File: src/rtl/arith_pkg.sv
// ---------------------------------------------------------------------------
// arith_pkg
// Shared definitions for the arithmetic block: the sequential divider FSM
// state encoding and the default datapath width.
// ---------------------------------------------------------------------------
package arith_pkg;

   localparam int DEFAULT_WIDTH = 8;

   typedef enum logic [1:0] {
      IDLE = 2'd0,
      RUN  = 2'd1,
      DONE = 2'd2
   } state_t;

endpackage : arith_pkg

File: src/rtl/sub_stage.sv
// ---------------------------------------------------------------------------
// sub_stage
// Combinational N-bit ripple-borrow subtractor: diff = a - b.
// Built from full-subtractor bit cells chained through the borrow, the
// mirror image of the ripple-carry adder cell.
//
// Ports:
//   a    in  N  minuend
//   b    in  N  subtrahend
//   diff out N  a - b (modulo 2^N)
//   bout out 1  final borrow; 1 when a < b
// ---------------------------------------------------------------------------
module sub_stage #(
   parameter int N = 9
) (
   input  logic [N-1:0] a,
   input  logic [N-1:0] b,
   output logic [N-1:0] diff,
   output logic         bout
);

   logic [N:0] borrow;

   assign borrow[0] = 1'b0;

   for (genvar i = 0; i < N; i++) begin : g_cell
      assign diff[i]     = a[i] ^ b[i] ^ borrow[i];
      assign borrow[i+1] = (~a[i] & b[i]) | (borrow[i] & ~(a[i] ^ b[i]));
   end

   assign bout = borrow[N];

endmodule : sub_stage

File: src/rtl/seq_divider.sv
// ---------------------------------------------------------------------------
// seq_divider
// Multi-cycle unsigned restoring divider. One trial subtraction per clock;
// WIDTH iterations after an accepted start the results are presented with a
// one-cycle done pulse. A zero divisor skips iteration and reports
// quotient = all ones, remainder = dividend, div_by_zero = 1.
//
// Ports:
//   clk         in  1      rising-edge clock
//   rst         in  1      synchronous active-high reset
//   start       in  1      request, honoured only when busy = 0
//   dividend    in  WIDTH  numerator, sampled with accepted start
//   divisor     in  WIDTH  denominator, sampled with accepted start
//   busy        out 1      high while iterating
//   done        out 1      one-cycle pulse, results valid
//   quotient    out WIDTH  result, held until the next done
//   remainder   out WIDTH  result, held until the next done
//   div_by_zero out 1      divisor was zero, held with results
// ---------------------------------------------------------------------------
module seq_divider
   import arith_pkg::*;
#(
   parameter int WIDTH = DEFAULT_WIDTH
) (
   input  logic             clk,
   input  logic             rst,
   input  logic             start,
   input  logic [WIDTH-1:0] dividend,
   input  logic [WIDTH-1:0] divisor,
   output logic             busy,
   output logic             done,
   output logic [WIDTH-1:0] quotient,
   output logic [WIDTH-1:0] remainder,
   output logic             div_by_zero
);

   localparam int CW = $clog2(WIDTH + 1);

   state_t           state, state_next;
   logic [CW-1:0]    count;
   logic [WIDTH-1:0] rem, quo, d;

   logic             accept;
   logic             last_iter;
   logic [WIDTH:0]   rem_sh;
   logic [WIDTH:0]   trial;
   logic             borrow;
   logic [WIDTH-1:0] rem_next, quo_next;
   logic             unused_trial_msb;

   // Start is honoured in IDLE and in DONE (back-to-back), never in RUN.
   assign accept    = start && (state != RUN);
   assign last_iter = (count == CW'(1));

   // Shifted partial remainder keeps the bit that falls out of rem, so the
   // trial subtraction is WIDTH+1 bits wide and can never overflow.
   assign rem_sh = {rem, quo[WIDTH-1]};

   sub_stage #(.N(WIDTH + 1)) u_sub (
      .a    (rem_sh),
      .b    ({1'b0, d}),
      .diff (trial),
      .bout (borrow)
   );

   // With no borrow the difference is < d, so its MSB is always zero.
   assign unused_trial_msb = trial[WIDTH];

   assign rem_next = borrow ? rem_sh[WIDTH-1:0] : trial[WIDTH-1:0];
   assign quo_next = {quo[WIDTH-2:0], ~borrow};

   // Outputs decode directly from the state register: no input-to-output path.
   assign busy = (state == RUN);
   assign done = (state == DONE);

   // NOTE: sequential state uses non-blocking assignments so every flop
   // samples the pre-edge values regardless of statement order.
   always_ff @(posedge clk) begin
      if (rst) state <= IDLE;
      else     state <= state_next;
   end

   // NOTE: next state is defaulted before the case so no path leaves it
   // unassigned, which would otherwise infer a latch.
   always_comb begin
      state_next = state;
      unique case (state)
         IDLE, DONE: begin
            if (accept) state_next = (divisor == '0) ? DONE : RUN;
            else        state_next = IDLE;
         end
         RUN: begin
            if (last_iter) state_next = DONE;
         end
         default: state_next = IDLE;
      endcase
   end

   always_ff @(posedge clk) begin
      if (rst) begin
         count       <= '0;
         rem         <= '0;
         quo         <= '0;
         d           <= '0;
         quotient    <= '0;
         remainder   <= '0;
         div_by_zero <= 1'b0;
      end else begin
         if (accept) begin
            if (divisor == '0) begin
               // Shortcut straight to DONE with the defined zero-divisor result.
               quotient    <= '1;
               remainder   <= dividend;
               div_by_zero <= 1'b1;
            end else begin
               rem   <= '0;
               quo   <= dividend;
               d     <= divisor;
               count <= CW'(WIDTH);
            end
         end else if (state == RUN) begin
            rem   <= rem_next;
            quo   <= quo_next;
            count <= count - CW'(1);
            if (last_iter) begin
               // Results change only on entry to DONE, so they stay stable
               // through the following operation's RUN cycles.
               quotient    <= quo_next;
               remainder   <= rem_next;
               div_by_zero <= 1'b0;
            end
         end
      end
   end

endmodule : seq_divider

File: config.mk
export PLATFORM = sky130hd
export DESIGN_NAME = seq_divider
export DESIGN_NICKNAME = d
export VERILOG_FILES = /design/src/rtl/arith_pkg.sv /design/src/rtl/sub_stage.sv /design/src/rtl/seq_divider.sv
export SDC_FILE = /design/constraint.sdc
export NUM_CORES = 1
export LEC_CHECK = 0
export CAP_MARGIN = 20
export CORE_ASPECT_RATIO = 1.25
export CORE_UTILIZATION = 45
export DETAILED_ROUTE_END_ITERATION = 10
export PLACE_DENSITY = 0.72
export RECOVER_POWER = 25
export SLEW_MARGIN = 20
export SYNTH_ARGS = -nofsm -noshare
export SYNTH_HDL_FRONTEND = slang
export SYNTH_SLANG_ARGS = --single-unit
File: constraint.sdc
create_clock -name clk -period 4.4 [get_ports clk]
set_clock_uncertainty 0.05 [all_clocks]
set_input_delay 1.32 -clock clk [delete_from_list [all_inputs] [get_ports clk]]
set_output_delay 1.32 -clock clk [all_outputs]
set_load 0.005 [all_outputs]
**Word level (Yosys, flattened, before mapping)**

Index checks and enable logic that the tools add are counted.

- $add $sub $neg: 1
- Equality and inequality tests: 7
- Mux-type cells: 26
- Bitwise logic cells: 56
- Reduce and logical (&&, ||, !) cells: 9

Operators by type and width:

| cell | number |
|---|---|
| 2-to-1 mux 8 bit | 15 |
| inverter 1 bit | 18 |
| AND 1 bit | 16 |
| XOR 1 bit | 15 |
| 2-to-1 mux 4 bit | 3 |
| zero test 8 bit | 1 |
| bitwise OR 1 bit | 7 |
| 2-to-1 mux 2 bit | 3 |
| != test 2 x 1 -> 1 bit, second input constant | 3 |
| equality test 4 x 1 -> 1 bit, second input constant | 1 |
| 2-to-1 mux 1 bit | 4 |
| one-hot mux 2 bit (2 select lines) | 1 |
| AND reduction 2 bit | 2 |
| nonzero test 2 bit | 2 |
| subtractor 4 x 1 -> 4 bit, second input constant | 1 |
| AND reduction 3 bit | 1 |
| equality test 2 x 1 -> 1 bit, second input constant | 1 |
| equality test 2 bit, second input constant | 1 |
| zero test 2 bit | 1 |
| != test 2 bit, second input constant | 1 |
| OR reduction 2 bit | 1 |
| logical AND 1 bit | 1 |

- Bits in registers: 47
- Bits of input ports: 19
- Logic and storage cells: 107

**Logic depth before layout (Yosys ltp)**

- Depth in word-level cells: 21
- Mapped depth: 17

**Hierarchy**

A second synthesis with hierarchy kept.

- Cells, all modules: 267
- Area, all modules: 2306.0 um^2

Modules (own cells, without submodules):

| module | times used | cells each | area an instance (um^2) | sequential area each (um^2) |
|---|---|---|---|---|
| seq_divider | 1 | 238 | 2058.2 | 940.9 |
| sub_stage | 1 | 29 | 247.7 | 0.0 |

**Worst setup path after synthesis**

No wires, ideal clock.

- Path type: register to register
- Start: reg quo[7]
- End: reg remainder[5]
- Library setup time: 95 ps
- Arrival time: 3482 ps
- Required time: 4255 ps
- Path slack: 773 ps
- Stages on the path, launching flop included: 18
- Path buffers: 2
- Cells stage by stage: dfxtp_1 > inv_1 > ha_1 > inv_1 > fa_1 > fa_1 > fa_1 > fa_1 > inv_1 > fa_1 > fa_1 > fa_1 > nand2b_1 > buf_4 > buf_6 > a221oi_1 > a21oi_1 > a221oi_1

- Word-level cells in the longest chain between the ends: 21
- Elaborated cells between the ends (all ways): 22
- Classes of those cells: mux (4); bitwise (18)

Ends and longest elaborated chain:

| item | line | source |
|---|---|---|
| start: declaration | seq_divider.sv:41 | `logic [WIDTH-1:0] rem, quo, d;` |
| start signal: assignment | seq_divider.sv:117 | `quo <= dividend;` |
| start signal: assignment | seq_divider.sv:123 | `quo <= quo_next;` |
| inverter 1 bit * | sub_stage.sv:28 | `assign borrow[i+1] = (~a[i] & b[i]) \| (borrow[i] & ~(a[i] ^ b[i]));` |
| AND 1 bit * (2 in series) | sub_stage.sv:28 |  |
| bitwise OR 1 bit * | sub_stage.sv:28 |  |
| AND 1 bit * | sub_stage.sv:28 |  |
| bitwise OR 1 bit * | sub_stage.sv:28 |  |
| AND 1 bit * | sub_stage.sv:28 |  |
| bitwise OR 1 bit * | sub_stage.sv:28 |  |
| AND 1 bit * | sub_stage.sv:28 |  |
| [... 4 more ...] | n/a |  |
| bitwise OR 1 bit | sub_stage.sv:28 |  |
| AND 1 bit | sub_stage.sv:28 |  |
| bitwise OR 1 bit | sub_stage.sv:28 |  |
| AND 1 bit | sub_stage.sv:28 |  |
| 2-to-1 mux 8 bit * | seq_divider.sv:69 | `assign rem_next = borrow ? rem_sh[WIDTH-1:0] : trial[WIDTH-1:0];` |
| 2-to-1 mux 8 bit * | seq_divider.sv:125 | `if (last_iter) begin` |
| 2-to-1 mux 8 bit * | seq_divider.sv:121 | `end else if (state == RUN) begin` |
| 2-to-1 mux 8 bit * | seq_divider.sv:109 | `if (accept) begin` |
| end signal: assignment | seq_divider.sv:113 | `remainder <= dividend;` |
| end signal: assignment | seq_divider.sv:129 | `remainder <= rem_next;` |
| end: declaration | seq_divider.sv:33 | `output logic [WIDTH-1:0] remainder,` |

Every way passes the cells marked *; elsewhere a longest branch is shown, timed or not. The select of a mux whose other input is x is not followed.
A chain may end at the register's enable or synchronous reset.

**Worst setup path after layout**

- Start: reg quo[7]
- End: reg remainder[1]

- Word-level cells in the longest chain between the ends: 21
- Elaborated cells between the ends (all ways): 22
- Classes of those cells: mux (4); bitwise (18)

Ends and longest elaborated chain:

| item | line |
|---|---|
| inverter 1 bit * | sub_stage.sv:28 |
| AND 1 bit * | sub_stage.sv:28 |
| AND 1 bit | sub_stage.sv:28 |
| bitwise OR 1 bit | sub_stage.sv:28 |
| AND 1 bit | sub_stage.sv:28 |
| bitwise OR 1 bit | sub_stage.sv:28 |
| AND 1 bit | sub_stage.sv:28 |
| bitwise OR 1 bit | sub_stage.sv:28 |
| [... 5 more ...] | n/a |
| bitwise OR 1 bit | sub_stage.sv:28 |
| AND 1 bit | sub_stage.sv:28 |
| bitwise OR 1 bit | sub_stage.sv:28 |
| AND 1 bit | sub_stage.sv:28 |
| 2-to-1 mux 8 bit * | seq_divider.sv:69 |
| 2-to-1 mux 8 bit * | seq_divider.sv:125 |
| 2-to-1 mux 8 bit * | seq_divider.sv:121 |
| 2-to-1 mux 8 bit * | seq_divider.sv:109 |

Marked as above.

==> impl_metrics.toml <==
[clock_tree]
clock-root-buffer = "clkbuf_8"
holdBufCountCts = 0
numCtsBuffers = 5
cts_buffer_depth = 2
clk_latency_ns = 0.30
cts_resized = 0
clk_pin_slew_worst_paths_ns = 0.08
htreeDepth = 2
postCtsSetupRepairBufs = 0
cts_tree = "yes"
clock-sinks = 47

[worst_setup_path]
critPathArrivalTime_ns = 4.23
worstPathMaxFanout = 14
cp-start-kind = "flop"
required_ns = 4.55
end_kind = "flop"
reg2reg_depth = 15
path_class = "flop to flop"

[layout]
area_growth_pct = 19.5
stdcell_area_um2 = 2770
final_common_cell = "dfxtp_1"
nets = 311
layout.cells.non_filler = 342
fill_cells = 452
diodes = 0
multi_input_area_um2 = 1200
final_cell_mix = "dfxtp_1, nand2_1, clkdlybuf4s50_1"
drive_above_1_share_pct = 11.0
seq_area_um2 = 941

[timing]
max_freq_ghz = 0.245
maxSlewHeadroom_pct = 57.0
slew_violations = 0
tns_ns = 0
setup_violations = 0
post-route-period-util_pct = 92.6
fin_crit_ns = 4.08
tightest_slew_ns = 0.645
hold_viol_final = 0
rsz0062_at_grt = "no"

[detailed_routing]
drt-pass1-iter-count = 4
ant_nets = 0
viasPerCell = 5.82
drc = 0
wl_per_cell_um = 15.5
vias = 1991
drt_iter0_drc = 183
wl_um = 5320

[global_route]
antenna_found_initial = 0
grtUsageTotal_pct = 22.5
grt_pass1_wl_um = 9400
overflow = 0
grt_max_degree = 32
first_global_vias = 2017

[floorplan]
row_count = 28
ios = 38
die_h_um = 82.3
dieArea_um2 = 5450
initial_core_util_pct = 48.0
die_x_um = 66.2
core_um2 = 4830

[power_and_ir_drop]
power_frac_seq_pct = 47.9
comb_power_share_pct = 25.6
vdd_drop_max_uv = 154
p_int_mw = 0.690
finalPower_mw = 0.993
leakagePower_nw = 1.10
swShare_pct = 30.5
p_switching_mw = 0.303
power_density_nw_per_um2 = 358
clock_power_share_pct = 26.5

[synthesis]
ys_seq_elements = 47
syn_inst = 254
yosysSeqAreaShare_pct = 40.5
yosysWarnings = 0
synth_cell_types = 42
netlist.area_leader.share_pct = 40.5
post-synth-top-area-cell = "dfxtp_1"
synth_area_leaders = "dfxtp_1, fa_1, nand2_1"
syn_avg_cell_area_um2 = 9.14
netlist_area_um2 = 2320
postSynthNetCount = 283

[placement]
dpl-instance-area_um2 = 2690
dpl.hpwl_um = 3900
portBuffers = 37
routabilityCongestion = 0.844
placed_cells = 335

[status]
status = "complete, no violations"

[worst_hold_path]
hold-path-cell-count = 2
hold_class = "flop to flop"

[flow_run]
drv_cap = 0
-- kinds of logic after synthesis --
| family | share of synthesized area [%] |
|---|---|
| flip-flops | 40.5 |
| adder cells (fa/ha/maj) | 7.65 |
| AO/OA/AOI/OAI | 21.8 |
| XOR/XNOR | 0.377 |
| buffers and inverters | 7.71 |
| multiplexers | 3.67 |
| AND/OR/NAND/NOR | 18.3 |
-- layer usage --
layer,vias to the layer above,part of all wire (%),global-route usage [%]
met1,940,45,27.9
met2,69,48,39.4
met3,6,5.6,3.98
met4,0,1.2,6.81
met5,-,0,0
li1,976,-,-
-- synthesized netlist by cell type, drive strengths merged --
cell type	n
nand2b	2
a21boi	2
nor2b	1
a41o	3
a21oi	16
or4	2
o21a	1
fa	7
nand2	36
ha	3
o22a	1
inv	18
a311oi	7
a211oi	4
dfxtp	47
clkbuf	9
mux2	4
mux2i	4
o211ai	1
nor4	3
and3	3
a31oi	5
nand3	3
nor3b	5
or3	1
buf	11
a221oi	11
o21ai	1
nor2	16
o31ai	1
o22ai	1
nand4	1
o221a	8
and2	2
nor3	13
xnor2	1
-- worst max-delay path: stages (launching register included) --
cell and delay [ns]:
dfxtp_1 0.33, inv_1 0.06, ha_1 0.14, inv_1 0.05, fa_1 0.37, fa_1 0.39, fa_1 0.39, fa_1 0.38
inv_1 0.08, fa_1 0.18, fa_1 0.18, fa_1 0.24, nand2b_1 0.33, mux2i_1 0.24, mux2_2 0.30, a221oi_1 0.27
-- per-stage QoR --
stage                     setup slack [ns]  hold WS (ns)  utilization (%)
after global placement               0.385         0.394             55.5
after global routing                0.0553         0.438             57.3
after floorplan                      0.773         0.386                -
final                                0.324         0.408             57.3
after detailed placement             0.372         0.399             55.5
after CTS                            0.329         0.410             57.3
-- flip-flops by register name (all words and copies together) (netlist names) --
name and flops:
div_by_zero 1, remainder 8, state 2, rem 8, quotient 8, quo 8
count 4, d 8
-- worst paths after layout --
kind / from / endpoint / slack (ns)
min: d[4] / d[4] / 0.41
max: quo[7] / remainder[1] / 0.32
max reg2reg: quo[7] / remainder[1] / 0.32
min reg2reg: d[4] / d[4] / 0.41
-- power groups by stage --
| stage | registers [mW] | clock network, mW | logic, mW |
|---|---|---|---|
| global route | 0.480 | 0.287 | 0.285 |
| global placement | 0.485 | 0 | 0.250 |
| finish | 0.476 | 0.263 | 0.254 |
| CTS | 0.476 | 0.266 | 0.254 |
| detailed placement | 0.486 | 0 | 0.252 |
| floorplan | 0.480 | 0 | 0.198 |
-- area by class of cell --
type	instances	share of cell area [%]
inverters	18	2.44
clock buffers	6	2.98
multi-input cells	169	43.3
well taps	60	2.71
clock inverters	1	0.181
repair buffers	41	14.4
flip-flops and latches	47	33.9
(Power assumes the default switching activity.)
==> RTL change (same flow settings) <==
Re-encode `state_t` (3 states) as one-hot, 3 bits wide.
--- a/src/rtl/arith_pkg.sv
+++ b/src/rtl/arith_pkg.sv
@@ -9,6 +9,6 @@
 
-   typedef enum logic [1:0] {
-      IDLE = 2'd0,
-      RUN  = 2'd1,
-      DONE = 2'd2
+   typedef enum logic [2:0] {
+      IDLE = 3'b001,
+      RUN  = 3'b010,
+      DONE = 3'b100
    } state_t;
Function: no difference found for any inputs over 10 cycles, from zero or initial values and one cycle with rst high; not proved beyond that.
==> RTL change against the original RTL <==
First-iteration DRC count is 5.5% lower. Sequential cell count is 1 higher. Final area rose by 2.1%. Worst hold slack lost 0.00076 ns. Synthesized area rose by 3.5%. Cell count down 1.8%. Setup slack gained 0.037 ns. Die area rose by 3.4%. Routed wire length up 5.5%. Power down 14%. Sequential share of layout area hardly changed. Highest routed layer unchanged.
==> RTL change: results (changes against the original RTL) <==
[status]
status = completed

[placed_design]
place_ws_ns = 0.3870  ; +0.01546 ns
routabilityCongestion = 0.8165  ; -3.3%
place_hpwl_um = 3934  ; +0.98%
dpl.cell_count = 329  ; -1.8%
placed_cell_area_sq_um = 2753  ; +2.5%
place.port_buffers = 37  ; unchanged

[logic_synthesis]
synthXorXnorAreaFrac_pct = 0.3646  ; -0.013 points
synthesized_area_fraction_occupied_by_ao_oa_aoi_and_oai_cells_pct = 25.36  ; +3.6 points
synth.top_cells.by_area = sky130_fd_sc_hd__dfxtp_1 (40%), sky130_fd_sc_hd__fa_1 (5.8%), sky130_fd_sc_hd__a221oi_2 (5.0%)
yosysWarnings = 0  ; unchanged
synthArstFlopShare_pct = 0  ; unchanged
yosys-top-cells-count = sky130_fd_sc_hd__dfxtp_1 (48), sky130_fd_sc_hd__nand2_1 (21), sky130_fd_sc_hd__nor2_1 (21)
adder_cell_area_share_of_the_yosys_netlist_pct = 7.396  ; -0.26 points
synth.yosys.seq_area_share_pct = 40.00  ; -0.54 points
synthDistinctLibCells = 43  ; +2.4%
synth_mux_area_share_pct = 4.167  ; +0.50 points
postSynthCellCount = 245  ; -3.5%
net_count_synth = 274  ; -3.2%

[final_layout]
instances_no_fill = 336  ; -1.8%
n_antenna_cell = 0  ; unchanged
fillers = 478  ; +5.8%
finalNetCount = 303  ; -2.6%
final_layout_size_suffix_gt1_share_pct = 12.41  ; +1.4 points

[worst_setup_path]
cpPeakStageDelay_ns = 0.42  ; +0.03 ns
crit_family = adder cells
crit_path_max_fanout = 7  ; -7
timing.critical_path.slowest_stage_cell = sky130_fd_sc_hd__fa_1

[cts]
cts.path.max_buffers = 2  ; unchanged
clock_tree.htree_level_count = 2  ; unchanged
cts-root-buf = sky130_fd_sc_hd__clkbuf_8
clkLatencyLatePin_ns = 0.30  ; about the same
cts.reportedPaths.clkPinSlew_ns = 0.09
post_cts_resize_count = 0  ; unchanged
post_cts_setup_buffers = 0  ; unchanged

[routing]
detail_route.iter0.violations = 173  ; -5.5%
met3RoutedLength_um = 366  ; +22%
dr_wl_met2_um = 2713  ; +7.1%
post_drt_wl_per_cell_um = 16.69  ; +7.3%
dr_total_vias = 1990  ; -0.050%
highest_layer = met4
m1WireLength_um = 2406  ; -0.41%
first_pass_iteration_count_of_the_detailed_router = 4  ; unchanged

[worst_hold_path]
worstHoldPathType = flip-flop to flip-flop

[pwr]
p_clk_mw = 0.247  ; -6%
leakage_nw = 1.087  ; -0.74%
power_per_cell_area_nw_per_um2 = 301.5  ; -16%
worst_ir_drop_vdd_v = 0.0001314  ; -15%
design_power_total_mw = 0.8533  ; -14%
switching_part_of_the_total_pct = 27.10  ; -3.4 points
powerSeq_mw = 0.459  ; -4%

[sta]
slew-limit-headroom_pct = 55.58  ; -1.4 points

[global_routing]
grt_antenna_before_repair = 0  ; unchanged
grt_pass1_vias = 1919  ; -4.9%
grt_use_total_pct = 21.94  ; -0.53 points
grt_pass1_wl_um = 9363  ; -0.36%
grt_max_degree = 39  ; +22%

## RTL change: layout make-up
class / instances / area share (%)
inverters: 15 / 1.989
clock inverters: 1 / 0.1768
well taps: 62 / 2.741
repair buffers: 41 / 14.15
multi-input cells: 163 / 44.43
clock buffers: 6 / 2.564
flip-flops and latches: 48 / 33.95
## RTL change: worst paths after layout
check | startpoint | end | slack (ns) | depth (start not counted)
setup / recovery | quo[7]$_SDFFE_PP0P_ | remainder[7]$_SDFFE_PP0P_ | 0.36 | 16
hold reg to reg | d[4]$_SDFFE_PP0P_ | d[4]$_SDFFE_PP0P_ | 0.41 | 2
setup reg to reg | quo[7]$_SDFFE_PP0P_ | remainder[7]$_SDFFE_PP0P_ | 0.36 | 16
hold / removal | d[4]$_SDFFE_PP0P_ | d[4]$_SDFFE_PP0P_ | 0.41 | 2
## RTL change: routing by layer
layer	GRT usage, %	up-vias
li1	-	955
met1	28.72	957
met2	34.64	68
met3	4.918	10
met4	7.737	0
met5	0	-
